===== src/rtl/pattern_player_pkg.sv =====
// Shared definitions for the pattern player: FSM states, digit geometry
// and the seed-to-digit extraction helper.
package pattern_player_pkg;

   localparam int NUM_DIGITS = 6;
   localparam int DIGIT_W    = 3;
   localparam int SEED_W     = 20;

   typedef enum logic [1:0] {
      ST_IDLE = 2'd0,
      ST_SHOW = 2'd1,
      ST_GAP  = 2'd2,
      ST_DONE = 2'd3
   } pp_state_e;

   // Digit k occupies seed bits [3k+2:3k]; the top two seed bits are never used.
   function automatic logic [DIGIT_W-1:0] get_digit(input logic [SEED_W-1:0] s,
                                                    input logic [2:0] k);
      return s[int'(k)*DIGIT_W +: DIGIT_W];
   endfunction

endpackage


===== src/rtl/pattern_tick_timer.sv =====
// Loadable down-counter. Loading value L makes expired_o rise on the L-th
// cycle after the load edge, so a state entered on the load edge lasts
// exactly L cycles when it leaves on expiry. Once at zero it holds there.
module pattern_tick_timer #(
   parameter int CNT_W = 4
) (
   input  logic             clk,
   input  logic             rst_n,
   input  logic             load_i,
   input  logic [CNT_W-1:0] load_val_i,
   output logic             expired_o
);

   logic [CNT_W-1:0] cnt_q;
   logic [CNT_W-1:0] cnt_d;

   // Next count: reload on request, otherwise count down and park at zero.
   always_comb begin
      cnt_d = cnt_q;
      if (load_i) begin
         cnt_d = load_val_i - CNT_W'(1);
      end else if (cnt_q != '0) begin
         cnt_d = cnt_q - CNT_W'(1);
      end
   end

   // Count register, cleared asynchronously.
   always_ff @(posedge clk or negedge rst_n) begin
      if (!rst_n) begin
         cnt_q <= '0;
      end else begin
         cnt_q <= cnt_d;
      end
   end

   assign expired_o = (cnt_q == '0);

endmodule


===== src/rtl/pattern_player.sv =====
// Pattern player: on start, latches a seed and difficulty level and plays six
// 3-bit digits as positions, each shown for ON_TICKS>>level cycles followed by
// a GAP_TICKS blank, then pulses done.
// Optional feature macro: PATTERN_DUP_AVOID_EN -- when defined, a digit equal
// to the previously shown position is bumped by one (mod 8).
module pattern_player
   import pattern_player_pkg::*;
#(
   parameter int ON_TICKS  = 8,
   parameter int GAP_TICKS = 2
) (
   input  logic              clk,
   input  logic              rst_n,
   input  logic              start,
   input  logic [SEED_W-1:0] seed,
   input  logic [1:0]        level,
   input  logic              abort,
   output logic [2:0]        pos,
   output logic              pos_valid,
   output logic [2:0]        step_idx,
   output logic              busy,
   output logic              done
);

   localparam int MAX_TICKS = (ON_TICKS > GAP_TICKS) ? ON_TICKS : GAP_TICKS;
   localparam int CNT_W     = $clog2(MAX_TICKS + 1);

   pp_state_e          state_q, state_d;
   logic [2:0]         step_q, step_d;
   logic [SEED_W-1:0]  seed_q, seed_d;
   logic [1:0]         level_q, level_d;
   logic [DIGIT_W-1:0] pos_q, pos_d;

   logic               tmr_load;
   logic [CNT_W-1:0]   tmr_load_val;
   logic               tmr_expired;

   logic [DIGIT_W-1:0] raw_next;
   logic [DIGIT_W-1:0] shown_next;
   logic               unused_seed_bits;

   function automatic logic [CNT_W-1:0] show_len(input logic [1:0] lv);
      return CNT_W'(ON_TICKS >> lv);
   endfunction

   assign raw_next = get_digit(seed_q, step_q + 3'd1);

`ifdef PATTERN_DUP_AVOID_EN
   assign shown_next = (raw_next == pos_q) ? raw_next + DIGIT_W'(1) : raw_next;
`else
   assign shown_next = raw_next;
`endif

   assign unused_seed_bits = ^seed_q[SEED_W-1:NUM_DIGITS*DIGIT_W];

   pattern_tick_timer #(
      .CNT_W (CNT_W)
   ) u_timer (
      .clk        (clk),
      .rst_n      (rst_n),
      .load_i     (tmr_load),
      .load_val_i (tmr_load_val),
      .expired_o  (tmr_expired)
   );

   // Next-state logic: sequencing of SHOW/GAP per digit, abort and start handling.
   always_comb begin
      state_d      = state_q;
      step_d       = step_q;
      seed_d       = seed_q;
      level_d      = level_q;
      pos_d        = pos_q;
      tmr_load     = 1'b0;
      tmr_load_val = '0;
      case (state_q)
         ST_IDLE: begin
            // abort outranks a simultaneous start
            if (start && !abort) begin
               state_d      = ST_SHOW;
               seed_d       = seed;
               level_d      = level;
               step_d       = 3'd0;
               pos_d        = get_digit(seed, 3'd0);
               tmr_load     = 1'b1;
               tmr_load_val = show_len(level);
            end
         end
         ST_SHOW: begin
            if (abort) begin
               state_d = ST_IDLE;
            end else if (tmr_expired) begin
               state_d      = ST_GAP;
               tmr_load     = 1'b1;
               tmr_load_val = CNT_W'(GAP_TICKS);
            end
         end
         ST_GAP: begin
            if (abort) begin
               state_d = ST_IDLE;
            end else if (tmr_expired) begin
               if (step_q < 3'(NUM_DIGITS - 1)) begin
                  state_d      = ST_SHOW;
                  step_d       = step_q + 3'd1;
                  pos_d        = shown_next;
                  tmr_load     = 1'b1;
                  tmr_load_val = show_len(level_q);
               end else begin
                  state_d = ST_DONE;
               end
            end
         end
         ST_DONE: begin
            state_d = ST_IDLE;
         end
         default: begin
            state_d = ST_IDLE;
         end
      endcase
   end

   // State and latched-pattern registers, all cleared asynchronously.
   always_ff @(posedge clk or negedge rst_n) begin
      if (!rst_n) begin
         state_q <= ST_IDLE;
         step_q  <= '0;
         seed_q  <= '0;
         level_q <= '0;
         pos_q   <= '0;
      end else begin
         state_q <= state_d;
         step_q  <= step_d;
         seed_q  <= seed_d;
         level_q <= level_d;
         pos_q   <= pos_d;
      end
   end

   assign pos       = pos_q;
   assign step_idx  = step_q;
   assign pos_valid = (state_q == ST_SHOW);
   assign busy      = (state_q != ST_IDLE);
   assign done      = (state_q == ST_DONE);

endmodule


===== config.mk =====
export PLATFORM = sky130hd
export DESIGN_NAME = pattern_player
export DESIGN_NICKNAME = d
export VERILOG_FILES = /design/src/rtl/pattern_player_pkg.sv /design/src/rtl/pattern_tick_timer.sv /design/src/rtl/pattern_player.sv
export SDC_FILE = /design/constraint.sdc
export NUM_CORES = 1
export LEC_CHECK = 0
export CAP_MARGIN = 20
export CORE_MARGIN = 3
export CORE_UTILIZATION = 60
export CTS_BUF_LIST = sky130_fd_sc_hd__clkbuf_8
export DETAILED_ROUTE_END_ITERATION = 6
export DONT_BUFFER_PORTS = 1
export GPL_TIMING_DRIVEN = 0
export PLACE_DENSITY_LB_ADDON = 0.05
export SYNTH_ARGS = -nofsm -noshare
export SYNTH_HDL_FRONTEND = slang
export SYNTH_SLANG_ARGS = --single-unit

===== constraint.sdc =====
create_clock -name clk -period 5.5 [get_ports clk]
set_input_delay 0.825 -clock clk [delete_from_list [all_inputs] [get_ports clk]]
set_output_delay 0.825 -clock clk [all_outputs]
set_load 0.01 [all_outputs]

==> metrics.md <==
| Metric | Value |
|---|---|
| Origin of the critical flop-to-flop path | `u_timer.cnt_q[1]` |
| Core ar. | `0.002613 mm^2` |
| Minimum clock period | `2.167 ns` |
| Cts hold-fix bufs | `0` |
| Post-Syn Nets | `218` |
| Gr usage total | `0.2439` |
| Startpoint type of the worst setup path | `primary input` |
| Fin. max-slew vios | `0` |
| CP peak stage delay | `roughly 0.60 ns` |
| Pleak | `between 0.9 and 1 nW` |
| Gpl congestion | `0.8732` |
| Power share of the clock group | `0.267` |
| Sequential-to-total area share from yosys stat | `0.4899` |
| Die H | `59.80 um` |
| DP HPWL | `2.736 mm` |
| Root buffer cell | `clkbuf_8` |
| Vias per cell | `6.141` |
| Final worst slack | `between 3 and 4 ns` |
| Synthesis-to-finish area growth | `8.646%` |
| Netlist cell types | `39` |
| First-pass GRT wire length | `6.196 mm` |
| Fmax | `between 400 and 500 MHz` |
| PD cells | `458.9 mW/mm^2` |
| Max stage delay cell, worst path | `nor4b_4` |
| Die width | `around 60 um` |
| Status | `complete, no violations` |
| Remaining global-route overflow | `0` |
| FF+latch count, synth | `34` |
| Full die area | `0.003576 mm^2` |
| CP Class | `primary input to flip-flop` |
| Synth warnings | `0` |
| Antenna-violating nets left | `0` |
| Initial Util | `0.6648` |
| Total power | `0.8659 mW` |
| Final hold viol count | `0` |
| Num CTS Buffers | `5` |
| H-tree levels | `2` |
| Commonest non-fill, non-tap cell in the layout | `nand2_1` |
| CP Data Required Time | `between 5 and 6 ns` |
| Fin crit share | `0.3940` |
| Reg2reg path depth | `7` |
| Mean Syn Cell Area | `9.140 um^2` |
| Crit-path cells | `buf_2 -> nor4b_4 -> nor3_2 -> a21oi_1 -> ha_1 -> nand2_1 -> mux2i_1` |
| Flop2flop setup slack | `3.40 ns` |
| Layout cells sized above 1 | `0.1066` |
| Remaining DRCs | `0` |
| Rows | `18` |
| Clk slew on worst S/H paths | `around 0.070 ns` |
| Most frequent cells in the layout | `nand2_1 (79), dfrtp_1 (34), nor2_1 (10)` |
| Post-Syn Area | `0.001737 mm^2` |
| Initial antenna violation count | `0` |
| Post_cts resized | `0` |
| CP Launch Point | `abort` |
| RSZ-0062 raised after global routing | `false` |
| DRT iter0 DRCs | `just under 70` |
| Vias post-DR | `1394` |
| Total wire length | `3.781 mm` |
| Post-CTS Setup Inserts | `0` |
| Slew margin rel. | `0.5974` |
| Max clock buf depth | `2` |
| Antenna Cells | `0` |
| Logic pwr share | `0.262` |
| Worst-Margin Slew | `0.6013 ns` |
| Psw | `0.2820 mW` |
| Pin count of the biggest net entering global routing | `35` |
| Mapped Cells | `190` |
| DR WL/cell | `between 15 and 20 um` |
| Vias in the first global route | `1365` |
| Pre-CTS setup slack | `3.112 ns` |
| Nets | `between 200 and 250` |
| Skew final | `0.006437 ns` |
| Worst vdd ir | `353.9 uV` |
| CTS tree | `yes` |
| CTS sink cnt | `34` |
| Endpoint class of the critical path | `flip-flop` |
| End of the critical path | `u_timer.cnt_q[2]` |
| Crit-path max FO | `9` |
| Share of power burned in registers | `0.471` |
| Switch share | `0.3257` |
| Hold Path Class | `primary input to async pin` |
| Max-Cap Viols | `0` |
| Num ports | `35` |
| Finish-stage setup viols | `0` |
| First-pass detailed-route iteration total | `4` |
| Pint | `about 0.58 mW` |
| I/O Buffers | `0` |
| Reg-to-Reg End | `u_timer.cnt_q[2]` |
| Clock latency on the worst-skew pair | `~0.28 ns` |
| Arr. time, crit path | `2.37 ns` |
| Final setup TNS | `0 ns` |
-- synthesized netlist by cell type, drive strengths merged --
library cell  count  area (um^2)
and2              1        6.260
nand2b            1        6.260
a21o              1        7.510
o21a              1        7.510
mux2              2        22.52
o221ai            1        8.760
dfrtp            34        850.8
nand4b            1        8.760
or2               1        6.260
mux2i             3        30.03
a2bb2oi           1        8.760
mux4              3        67.56
clkbuf            6        22.52
a22oi             3        22.52
xor2              1        8.760
or3               1        6.260
ha                2        25.02
o211ai            3        22.52
o21ai             7        38.79
inv               1        3.750
nor2             10        37.54
nor4b             2        38.78
nor2b             3        18.77
and4              1        11.26
nor3              1        10.01
a21oi             7        38.79
buf               3        17.52
nand3             3        15.01
nand3b            3        22.52
o311ai            1        8.760
nor4              2        27.53
nand2            79        296.5
nand4             1        12.51
-- registers in the layout, summed over array words and instances (netlist names) --
| signal | cells |
|---|---|
| pos | 3 |
| level_q | 2 |
| state_q | 2 |
| u_timer.cnt_q | 4 |
| seed_q | 20 |
| step_idx | 3 |
-- critical path, delay by kind of cell --
kind                     cells  cell delay, ns
AO/OA/AOI/OAI                1            0.23
multiplexers                 1            0.12
buffers and inverters        1            0.15
adder cells (fa/ha/maj)      1            0.21
AND/OR/NAND/NOR              3            0.84
-- area by class of cell --
| class | instances | area [um^2] |
|---|---|---|
| multi-input cells | 146 | 842.1 |
| plain buffers | 9 | 40.04 |
| well taps | 30 | 37.54 |
| inverters | 1 | 3.754 |
| clock buffers | 6 | 82.58 |
| clock inverters | 1 | 30.03 |
| fillers | 201 | 725.7 |
| flip-flops and latches | 34 | 850.8 |
-- logic make-up after synthesis --
logic type,after synthesis,share of synthesized area
and+or+nand+nor,110,0.3019
DFF,34,0.4899
AOI/OAI and AO/OA,25,0.09439
buffers and inverters,10,0.02521
muxes,8,0.06916
adders and majority gates,2,0.01441
xor gates and xnor gates,1,0.005044
-- power groups by stage --
stage	clock, mW	combinational, mW	sequential (mW)
floorplan	0	0.185	0.393
global placement	0	0.212	0.405
detailed placement	0	0.225	0.411
CTS	0.235	0.229	0.407
global route	0.249	0.264	0.419
finish	0.231	0.227	0.408
-- layer usage --
metal,vias to the layer above,GRT usage,wire (um)
li1,654,-,-
met1,674,0.3156,1585
met2,55,0.3750,1868
met3,11,0.06263,248
met4,0,0.1266,79
met5,-,0,0
-- how the worst min path moves through the flow --
stage / from / end / slack, ns / cells past startpoint
after floorplan: seed_q[12] / seed_q[12] / 0.44 / 2
after global placement: seed_q[12] / seed_q[12] / 0.45 / 2
after detailed placement: seed_q[9] / seed_q[9] / 0.46 / 2
after CTS: rst_n / seed_q[13] / 0.22 / 0
after global routing: rst_n / seed_q[19] / 0.20 / 0
final: rst_n / seed_q[19] / 0.23 / 0
-- metrics by stage --
step / std cells / utilization / hold slack [ns] / instance area [um^2]
global placement: 220 / 0.6791 / 0.4533 / 1774
floorplan: 190 / - / 0.4385 / 1737
detailed placement: 220 / 0.6791 / 0.4593 / 1774
finish: 227 / 0.7222 / 0.2266 / 1887
CTS: 227 / 0.7222 / 0.2232 / 1887
global route: 227 / 0.7222 / 0.2033 / 1887
Note: power is estimated with default switching activity, not from simulation.
